<file path="src/rtl/muldiv_unit_pkg.sv">
// Shared op codes, FSM state codes and stall encoding for the iterative multiply/divide unit.
package muldiv_unit_pkg;
    localparam int MD_OP_WD = 2;

    typedef enum logic [MD_OP_WD-1:0] {
        MD_MULT  = 2'b00,
        MD_MULTU = 2'b01,
        MD_DIV   = 2'b10,
        MD_DIVU  = 2'b11
    } md_op_e;

    typedef enum logic [1:0] {
        MD_IDLE = 2'b00,
        MD_CALC = 2'b01,
        MD_DONE = 2'b10
    } md_state_e;

    localparam logic STOP    = 1'b1;
    localparam logic NO_STOP = 1'b0;
endpackage

</file>
<file path="src/rtl/muldiv_negabs.sv">
// Conditional two's-complement negate; combinational, zero latency, no flow control.
module muldiv_negabs #(
    parameter int W = 32
) (
    input  logic [W-1:0] i_val,
    input  logic         i_neg,
    output logic [W-1:0] o_val
);
    assign o_val = i_neg ? ((~i_val) + W'(1)) : i_val;
endmodule

</file>
<file path="src/rtl/muldiv_unit.sv">
// Shared shift-add multiplier / restoring divider: WIDTH+1 cycles to ready_o (1 for divide-by-zero).
// Start is held by EX until ready_o; stallreq_o holds EX back meanwhile, annul_i aborts without a result.
module muldiv_unit
    import muldiv_unit_pkg::*;
#(
    parameter int WIDTH = 32,
    parameter int CNT_W = $clog2(WIDTH+1)
) (
    input  logic                clk,
    input  logic                rst,
    input  logic                start_i,
    input  logic [MD_OP_WD-1:0] op_i,
    input  logic [WIDTH-1:0]    opa_i,
    input  logic [WIDTH-1:0]    opb_i,
    input  logic                annul_i,
    output logic                busy_o,
    output logic                ready_o,
    output logic                stallreq_o,
    output logic [WIDTH-1:0]    hi_o,
    output logic [WIDTH-1:0]    lo_o,
    output logic                div_by_zero_o
);
    md_state_e          r_state;
    logic [CNT_W-1:0]   r_cnt;
    logic               r_is_div;
    logic               r_sign_a;
    logic               r_sign_b;
    logic [WIDTH-1:0]   r_b;
    logic [2*WIDTH-1:0] r_acc;
    logic [WIDTH-1:0]   r_hi;
    logic [WIDTH-1:0]   r_lo;
    logic               r_dbz;

    logic               w_op_div;
    logic               w_op_signed;
    logic               w_sa;
    logic               w_sb;
    logic [WIDTH-1:0]   w_a_abs;
    logic [WIDTH-1:0]   w_b_abs;
    logic [WIDTH:0]     w_sum;
    logic [WIDTH:0]     w_rem_sh;
    logic               w_ge;
    logic [WIDTH-1:0]   w_rem_new;
    logic [2*WIDTH-1:0] w_mul_nxt;
    logic [2*WIDTH-1:0] w_div_nxt;
    logic [2*WIDTH-1:0] w_acc_nxt;
    logic [2*WIDTH-1:0] w_prod_fix;
    logic [WIDTH-1:0]   w_quo_fix;
    logic [WIDTH-1:0]   w_rem_fix;

    assign w_op_div    = (op_i == MD_DIV) || (op_i == MD_DIVU);
    assign w_op_signed = (op_i == MD_MULT) || (op_i == MD_DIV);
    assign w_sa        = w_op_signed & opa_i[WIDTH-1];
    assign w_sb        = w_op_signed & opb_i[WIDTH-1];

    muldiv_negabs #(.W(WIDTH)) u_abs_a (.i_val(opa_i), .i_neg(w_sa), .o_val(w_a_abs));
    muldiv_negabs #(.W(WIDTH)) u_abs_b (.i_val(opb_i), .i_neg(w_sb), .o_val(w_b_abs));

    // Multiply: acc = {partial sum, remaining multiplier bits}, one bit consumed per cycle.
    assign w_sum     = {1'b0, r_acc[2*WIDTH-1:WIDTH]} + (r_acc[0] ? {1'b0, r_b} : {(WIDTH+1){1'b0}});
    assign w_mul_nxt = {w_sum, r_acc[WIDTH-1:1]};

    // Divide: acc = {partial remainder, dividend bits shifting out / quotient bits shifting in}.
    assign w_rem_sh  = {r_acc[2*WIDTH-1:WIDTH], r_acc[WIDTH-1]};
    assign w_ge      = (w_rem_sh >= {1'b0, r_b});
    assign w_rem_new = w_ge ? WIDTH'(w_rem_sh - {1'b0, r_b}) : w_rem_sh[WIDTH-1:0];
    assign w_div_nxt = {w_rem_new, r_acc[WIDTH-2:0], w_ge};

    assign w_acc_nxt = r_is_div ? w_div_nxt : w_mul_nxt;

    muldiv_negabs #(.W(2*WIDTH)) u_fix_prod (
        .i_val(w_acc_nxt), .i_neg(r_sign_a ^ r_sign_b), .o_val(w_prod_fix));
    muldiv_negabs #(.W(WIDTH)) u_fix_quo (
        .i_val(w_acc_nxt[WIDTH-1:0]), .i_neg(r_sign_a ^ r_sign_b), .o_val(w_quo_fix));
    muldiv_negabs #(.W(WIDTH)) u_fix_rem (
        .i_val(w_acc_nxt[2*WIDTH-1:WIDTH]), .i_neg(r_sign_a), .o_val(w_rem_fix));

    always_ff @(posedge clk or posedge rst) begin
        if (rst) begin
            r_state  <= MD_IDLE;
            r_cnt    <= '0;
            r_is_div <= 1'b0;
            r_sign_a <= 1'b0;
            r_sign_b <= 1'b0;
            r_b      <= '0;
            r_acc    <= '0;
            r_hi     <= '0;
            r_lo     <= '0;
            r_dbz    <= 1'b0;
        end else if (annul_i) begin
            r_state <= MD_IDLE;
            r_cnt   <= '0;
        end else begin
            unique case (r_state)
                MD_IDLE: begin
                    if (start_i) begin
                        r_is_div <= w_op_div;
                        r_sign_a <= w_sa;
                        r_sign_b <= w_sb;
                        r_cnt    <= '0;
                        r_dbz    <= 1'b0;
                        if (w_op_div && (opb_i == '0)) begin
                            r_hi    <= opa_i;
                            r_lo    <= '1;
                            r_dbz   <= 1'b1;
                            r_state <= MD_DONE;
                        end else begin
                            r_b     <= w_op_div ? w_b_abs : w_a_abs;
                            r_acc   <= {{WIDTH{1'b0}}, (w_op_div ? w_a_abs : w_b_abs)};
                            r_state <= MD_CALC;
                        end
                    end
                end
                MD_CALC: begin
                    r_acc <= w_acc_nxt;
                    r_cnt <= r_cnt + CNT_W'(1);
                    if (r_cnt == CNT_W'(WIDTH-1)) begin
                        r_cnt   <= '0;
                        r_state <= MD_DONE;
                        if (r_is_div) begin
                            r_hi <= w_rem_fix;
                            r_lo <= w_quo_fix;
                        end else begin
                            r_hi <= w_prod_fix[2*WIDTH-1:WIDTH];
                            r_lo <= w_prod_fix[WIDTH-1:0];
                        end
                    end
                end
                MD_DONE: r_state <= MD_IDLE;
                default: r_state <= MD_IDLE;
            endcase
        end
    end

    assign busy_o        = (r_state != MD_IDLE);
    assign ready_o       = (r_state == MD_DONE);
    assign stallreq_o    = (start_i & ~ready_o) ? STOP : NO_STOP;
    assign hi_o          = r_hi;
    assign lo_o          = r_lo;
    assign div_by_zero_o = r_dbz;
endmodule

</file>
<file path="config.mk">
export PLATFORM = sky130hd
export DESIGN_NAME = muldiv_unit
export DESIGN_NICKNAME = d
export VERILOG_FILES = /design/src/rtl/muldiv_unit_pkg.sv /design/src/rtl/muldiv_negabs.sv /design/src/rtl/muldiv_unit.sv
export SDC_FILE = /design/constraint.sdc
export NUM_CORES = 1
export LEC_CHECK = 0
export CORE_MARGIN = 5
export CORE_UTILIZATION = 40
export DETAILED_ROUTE_END_ITERATION = 8
export HOLD_SLACK_MARGIN = 0.03
export MAX_ROUTING_LAYER = met4
export SKIP_CTS_REPAIR_TIMING = 1
export SLEW_MARGIN = 20
export SYNTH_ARGS = -nofsm -noshare
export SYNTH_HDL_FRONTEND = slang
export SYNTH_SLANG_ARGS = --single-unit
</file>
<file path="constraint.sdc">
create_clock -name clk -period 4.68 [get_ports clk]
set_input_delay 0.468 -clock clk [delete_from_list [all_inputs] [get_ports clk]]
set_output_delay 0.468 -clock clk [all_outputs]
set_load 0.02 [all_outputs]
</file>
Yosys cells after proc, flatten, opt, wreduce, memory -nomap -nowiden
Index checks and enable logic that the tools add are counted.

storage, ports and cells
  register bits after elaboration = 172
  latch bits = 0
  bits in writable memories = 0
  bits in read-only memories = 0
  output and inout bits = 68
  memories = 0

operators by class
  add/subtract/negate cells = 8
  $mul = 0
  div/mod/pow operators = 0
  order comparisons = 1
  equality and inequality tests = 11
  shifts and indexed selects = 0
  mux-type cells = 34
  bitwise operators = 12
  reductions and logical operators = 15

operator list
  cell                                            number
  two-way mux 32 bit                              16
  two-way mux 64 bit                              4
  adder 32 x 1 -> 32 bit (second input constant)  4
  NOT 32 bit                                      4
  case mux 32 bit (2 select lines)                2
  case mux 64 bit (2 select lines)                1
  adder 64 x 1 -> 64 bit (second input constant)  1
  NOT 64 bit                                      1
  adder 32 x 32 -> 33 bit                         1
  >= comparator 33 x 32 -> 1 bit                  1
  logical NOT 32 bit                              1
  subtractor 32 bit                               1
  two-way mux 6 bit                               3
  case mux 6 bit (2 select lines)                 1
  two-way mux 2 bit                               4
  != test 2 bit (second input constant)           4
  AND reduction 4 bit                             2
  adder 6 x 1 -> 6 bit (second input constant)    1
  == test 2 bit (second input constant)           3
  == test 6 x 5 -> 1 bit (second input constant)  1
  != test 3 bit (second input constant)           2
  AND reduction 5 bit                             1
  logical NOT 2 bit                               2
  case mux 2 bit (2 select lines)                 1
  11 further kinds                                19

Depth between registers and ports, before layout
  depth after elaboration = 9
  mapped depth = 21

Hierarchy
From an unflattened synthesis, not the netlist that was laid out.

second synthesis, totals
  cell total of the unflattened synthesis = 2,196
  area total of the unflattened synthesis = 18,107.4 um^2

modules (own cells, without submodules)
  module                        times used  cells each  area each (um^2)  seq. area each (um^2)
  muldiv_unit                   1           1,603       13,469.2          4,304.1
  muldiv_negabs at u_abs_a ...  4           99          777.0             0.0
  muldiv_negabs at u_fix_prod   1           197         1,530.2           0.0

Worst setup path after synthesis
No wires, ideal clock.

  path type = reg2reg
  from = register r_acc[61]
  to = register r_hi[20], in the netlist hi_o[20]
  library setup time = 0.132 ns
  data arrival time = 4.185 ns
  slack = 0.363 ns
  stages on the path, launching flop included = 20
  clock period less this slack = 4.317 ns
  cell sequence = dfrtp_1 ha_1 a21o_1 a211o_1 a31oi_2 o2111a_2 a31oi_1 inv_1 ha_1 o211ai_1 nor3_1 nand3_1 nor3_1 nor2_1 nor3_1 nand4_1 or2_1 o41a_1 xnor2_1 o21ai_1

between the ends
  word-level cells in the longest chain between the ends = 9
  elaborated cells between the ends (all ways) = 12

RTL lines
  item                                                              line                text
  start, declared                                                   muldiv_unit.sv:29   logic [2*WIDTH-1:0] r_acc;
  start signal, assigned                                            muldiv_unit.sv:109  r_acc <= {{WIDTH{1'b0}}, (w_op_div ? w_a_abs : w_b_abs)};
  start signal, assigned                                            muldiv_unit.sv:115  r_acc <= w_acc_nxt;
  >= comparator 33 x 32 -> 1 bit (*)                                muldiv_unit.sv:65   assign w_ge = (w_rem_sh >= {1'b0, r_b});
  two-way mux 32 bit                                                muldiv_unit.sv:66   assign w_rem_new = w_ge ? WIDTH'(w_rem_sh - {1'b0, r_b}) : w_rem_sh[WIDTH-1:0];
  two-way mux 64 bit (*)                                            muldiv_unit.sv:69   assign w_acc_nxt = r_is_div ? w_div_nxt : w_mul_nxt;
  NOT 64 bit or NOT 32 bit (tied branches)                          muldiv_negabs.sv:9  assign o_val = i_neg ? ((~i_val) + W'(1)) : i_val;
  adder 64 x 1 -> 64 bit or adder 32 x 1 -> 32 bit (tied branches)  muldiv_negabs.sv:9
  two-way mux 64 bit or two-way mux 32 bit (tied branches)          muldiv_negabs.sv:9
  two-way mux 32 bit (*)                                            muldiv_unit.sv:120  if (r_is_div) begin
  two-way mux 32 bit (*)                                            muldiv_unit.sv:117  if (r_cnt == CNT_W'(WIDTH-1)) begin
  case mux 32 bit (2 select lines) (*)                              muldiv_unit.sv:94   unique case (r_state)
  end signal, assigned                                              muldiv_unit.sv:103  r_hi <= opa_i;
  end signal, assigned                                              muldiv_unit.sv:121  r_hi <= w_rem_fix;
  end signal, assigned                                              muldiv_unit.sv:124  r_hi <= w_prod_fix[2*WIDTH-1:WIDTH];
  end, declared                                                     muldiv_unit.sv:30   logic [WIDTH-1:0] r_hi;

Mark *: on every way between the ends. The rest lies on a longest branch, timed or not. The select of a mux whose other input is x is not followed.
A chain may end at the register's enable or synchronous reset.

Final worst setup path
  from = register r_acc[0]
  to = register r_hi[25], in the netlist hi_o[25]

between the ends
  word-level cells in the longest chain between the ends = 9
  elaborated cells between the ends (all ways) = 12

RTL lines
  item                                                              line                text
  two-way mux 32 bit                                                muldiv_unit.sv:60   assign w_sum = {1'b0, r_acc[2*WIDTH-1:WIDTH]} + (r_acc[0] ? {1'b0, r_b} : {(WIDTH+1){1'b0}});
  adder 32 x 32 -> 33 bit                                           muldiv_unit.sv:60
  two-way mux 64 bit (*)                                            muldiv_unit.sv:69
  NOT 64 bit or NOT 32 bit (tied branches)                          muldiv_negabs.sv:9
  adder 64 x 1 -> 64 bit or adder 32 x 1 -> 32 bit (tied branches)  muldiv_negabs.sv:9
  two-way mux 64 bit or two-way mux 32 bit (tied branches)          muldiv_negabs.sv:9
  two-way mux 32 bit (*)                                            muldiv_unit.sv:120
  two-way mux 32 bit (*)                                            muldiv_unit.sv:117
  case mux 32 bit (2 select lines) (*)                              muldiv_unit.sv:94

Marks and branches as above.

==> impl_metrics.py <==
metrics = {
    "worst_setup_path": {
        "cp-end-kind": "flip-flop",
        "crit_cells": 19,
        "crit_arrival_ps": 4900,
        "cp_top_family": "compound AO/OA/AOI/OAI gates",
        "critPathMostFrequentCell": "buf_4",
        "path_class": "reg -> reg",
        "start_kind": "flip-flop",
        "critPathMaxFanout": 15,
        "path_cells": "buf_12 > and2_1 > ha_1 > a21o_1 > a31o_1 > buf_4 > a211oi_1 > nand3_2 > a21oi_2 > buf_4 > xnor2_1 > mux2i_1 > buf_4 > buf_4 > nand3_1 > or4b_4 > a21oi_4 > mux2i_1 > nand3_1",
        "max_stage_delay_ps": 560,
        "cp.required_ps": 5000,
        "r2r_cells": 19,
        "crit_buf_inv": 5,
        "rrSetupSlack_ps": 100,
        "crit_slowest_cell": "or4b_4",
    },
    "drt": {
        "drtIter0Drc": 1629,
        "post-route-drc-count": 0,
        "vias": 17300,
        "vias_per_cell": 5.88,
        "drt_first_pass_iters": 6,
        "wl_mm": 65.6,
        "wl_per_cell_um": 22.3,
        "antenna_left": 0,
    },
    "clock_network": {
        "clkSinkCount": 172,
        "cts_tree": "done",
        "htree_levels": 4,
        "numCtsBuffers": 17,
        "cts.path.max_buffers": 2,
        "clock_latency_ps": 450,
        "root_buffer": "clkbuf_16",
        "clk_pin_slew_worst_paths_ps": 70,
    },
    "power_and_ir_drop": {
        "internal_power_uw": 7360,
        "powerDensity_nw_per_um2": 723,
        "clkPwrFrac_pct": 10.6,
        "swShare_pct": 49.9,
        "combinationalPowerShare_pct": 72.4,
        "power.share.sequential_pct": 17.0,
        "cellLeakagePower_uw": 0.00876,
        "ir_drop_mv": 0.310,
        "p_sw_uw": 7320,
    },
    "cells_and_area": {
        "finalNonFillerCells": 2944,
        "multi_input_area_um2": 11100,
        "fillers": 3855,
        "final_core_util_pct": 51.3,
        "seqCellArea_um2": 4310,
        "finalNetCount": 2543,
        "finish.instance_area_um2": 20300,
        "syn2layout_area_growth_pct": 27.2,
        "drive_above_1_share_pct": 15.3,
    },
    "placement": {
        "routabilityCongestion": 0.974,
        "dp_hpwl_mm": 51.0,
        "place_inst": 2897,
        "place_area_um2": 19300,
        "portBuffers": 137,
    },
    "synthesis": {
        "synthTopCellsByArea": "dfrtp_1, a21oi_1, o21ai_0",
        "synth-main-ff-cell": "dfrtp_1",
        "synthArstFlopShare_pct": 100,
        "syn_area_um2": 16000,
        "synth.top_cells.by_count": "nand2_1, a21oi_1, nor2_1, o21ai_0, dfrtp_1",
        "synth_area_leader_cell": "dfrtp_1",
        "ys_types": 98,
        "yosys_warnings": 0,
        "synthCells": 2122,
        "synth_edf_count": 0,
        "netlist.area_leader.share_pct": 27.0,
        "yosys_register_bits": 172,
        "synth_most_common_cell": "nand2_1",
        "syn-mean-instance-area_um2": 7.52,
        "synth_seq_area_share_pct": 27.0,
        "synth_nets": 2263,
    },
    "floorplan": {
        "die_height_um": 210,
        "core-area_um2": 39500,
        "die-area_um2": 44000,
        "start_util_pct": 40.3,
        "num_io_pins": 138,
        "rows": 73,
        "die_x_um": 210,
    },
    "global_route": {
        "grt_pass1_wl_mm": 98.3,
        "grt_max_degree": 173,
        "grt_pass1_vias": 16500,
        "grt_antenna_before_repair": 5,
        "grt.overflow.total": 0,
        "grt_usage_pct": 29.4,
    },
    "hold_path": {
        "holdPathStages": 2,
        "hold_class": "reg -> reg",
    },
    "timing": {
        "hold_viol_final": 0,
        "fmax_mhz": 218,
        "finalCriticalPeriod_ps": 4580,
        "max-slew-margin-rel_pct": 27.6,
        "finalCritPeriodShare_pct": 97.8,
        "worst_pin_slew_ps": 1080,
        "skew_ps": 14.2,
        "setup_viol": 0,
        "slew_viol_final": 0,
    },
    "run_status": {
        "outcome": "finished, final reports clean",
    },
    "job": {
        "max_cap_violations": 0,
    },
}
[metrics by stage]
step / setup TNS, ps / power (µW) / worst slack, ps / hold slack [ps]
after global routing: -183 / 15500 / -62.1 / 527
after CTS: -1450 / 14200 / -243 / 493
after detailed placement: -665 / 12500 / -201 / 478
after global placement: -405 / 12500 / -175 / 470
final: 0 / 14700 / 102 / 492
after floorplan: 0 / 8210 / 363 / 463
[power by group through the flow]
stage | sequential, µW | combinational, µW | clock (µW)
final | 2490 | 10600 | 1560
after global routing | 2550 | 11400 | 1630
after CTS | 2480 | 10100 | 1570
after detailed placement | 2500 | 10000 | 0
after global placement | 2490 | 10000 | 0
after floorplan | 2660 | 5550 | 0
[worst paths after layout]
path                                from        to
worst max-delay path            r_acc[0]  hi_o[25]
worst min-delay path             hi_o[1]   hi_o[1]
worst max register to register  r_acc[0]  hi_o[25]
worst min register to register   hi_o[1]   hi_o[1]
max in group asynchronous            rst  r_is_div
min in group asynchronous            rst  hi_o[30]
[registers in the layout, indices dropped and copies added, names as in the netlist]
register / flops
r_acc: 64
hi_o: 32
lo_o: 32
r_b: 32
r_cnt: 6
r_state: 2
div_by_zero_o: 1
r_is_div: 1
r_sign_a: 1
r_sign_b: 1
[tightest hold or removal path: cells and delay by family (launching register included)]
kind	cells	cell delay [ps]
and+or+nand+nor	1	50
DFF	1	350
AOI/OAI and AO/OA	1	60
[placed cells by master, fill, tap and decap left out, drive strengths merged, types with 23 or more instances in the layout]
master / count
buf: 256
nand2: 237
o21ai: 217
a21oi: 215
nor2: 205
dfrtp: 172
clkdlybuf4s50: 136
xnor2: 87
inv: 82
ha: 69
xor2: 66
a31oi: 55
nor3: 51
mux2i: 48
nand3: 45
and2: 44
o211ai: 33
nand4: 28
and3: 25
nand2b: 25
a21o: 24
a211oi: 23
[logic make-up (layout without fill, tap and decap cells)]
kind of cell,after synthesis,in the layout,share of synthesized area (%)
other cells,0,5,0
simple gates,764,764,23.4
xor+xnor,153,153,8.40
flops,172,172,27.0
mux,54,54,3.46
compound gates,701,701,26.9
buf+inv,207,499,5.22
fa+ha+maj,71,71,5.66
[metal layers]
metal	track usage, %	wire [µm]	vias up
met5	-	0	-
met4	8.82	1890	0
met3	7.74	5390	115
met2	44.8	29300	701
met1	38.5	29000	8278
li1	-	-	8208
[layout make-up]
cell class / count / area share (%)
diodes: 5 / 0.0617
clock buffers: 17 / 2.10
clock inverters: 14 / 0.900
well taps: 525 / 3.24
flip-flops and latches: 172 / 21.2
multi-input cells: 1743 / 54.6
repair buffers: 392 / 16.4
inverters: 76 / 1.42
Power figures use the tool's default switching activity.
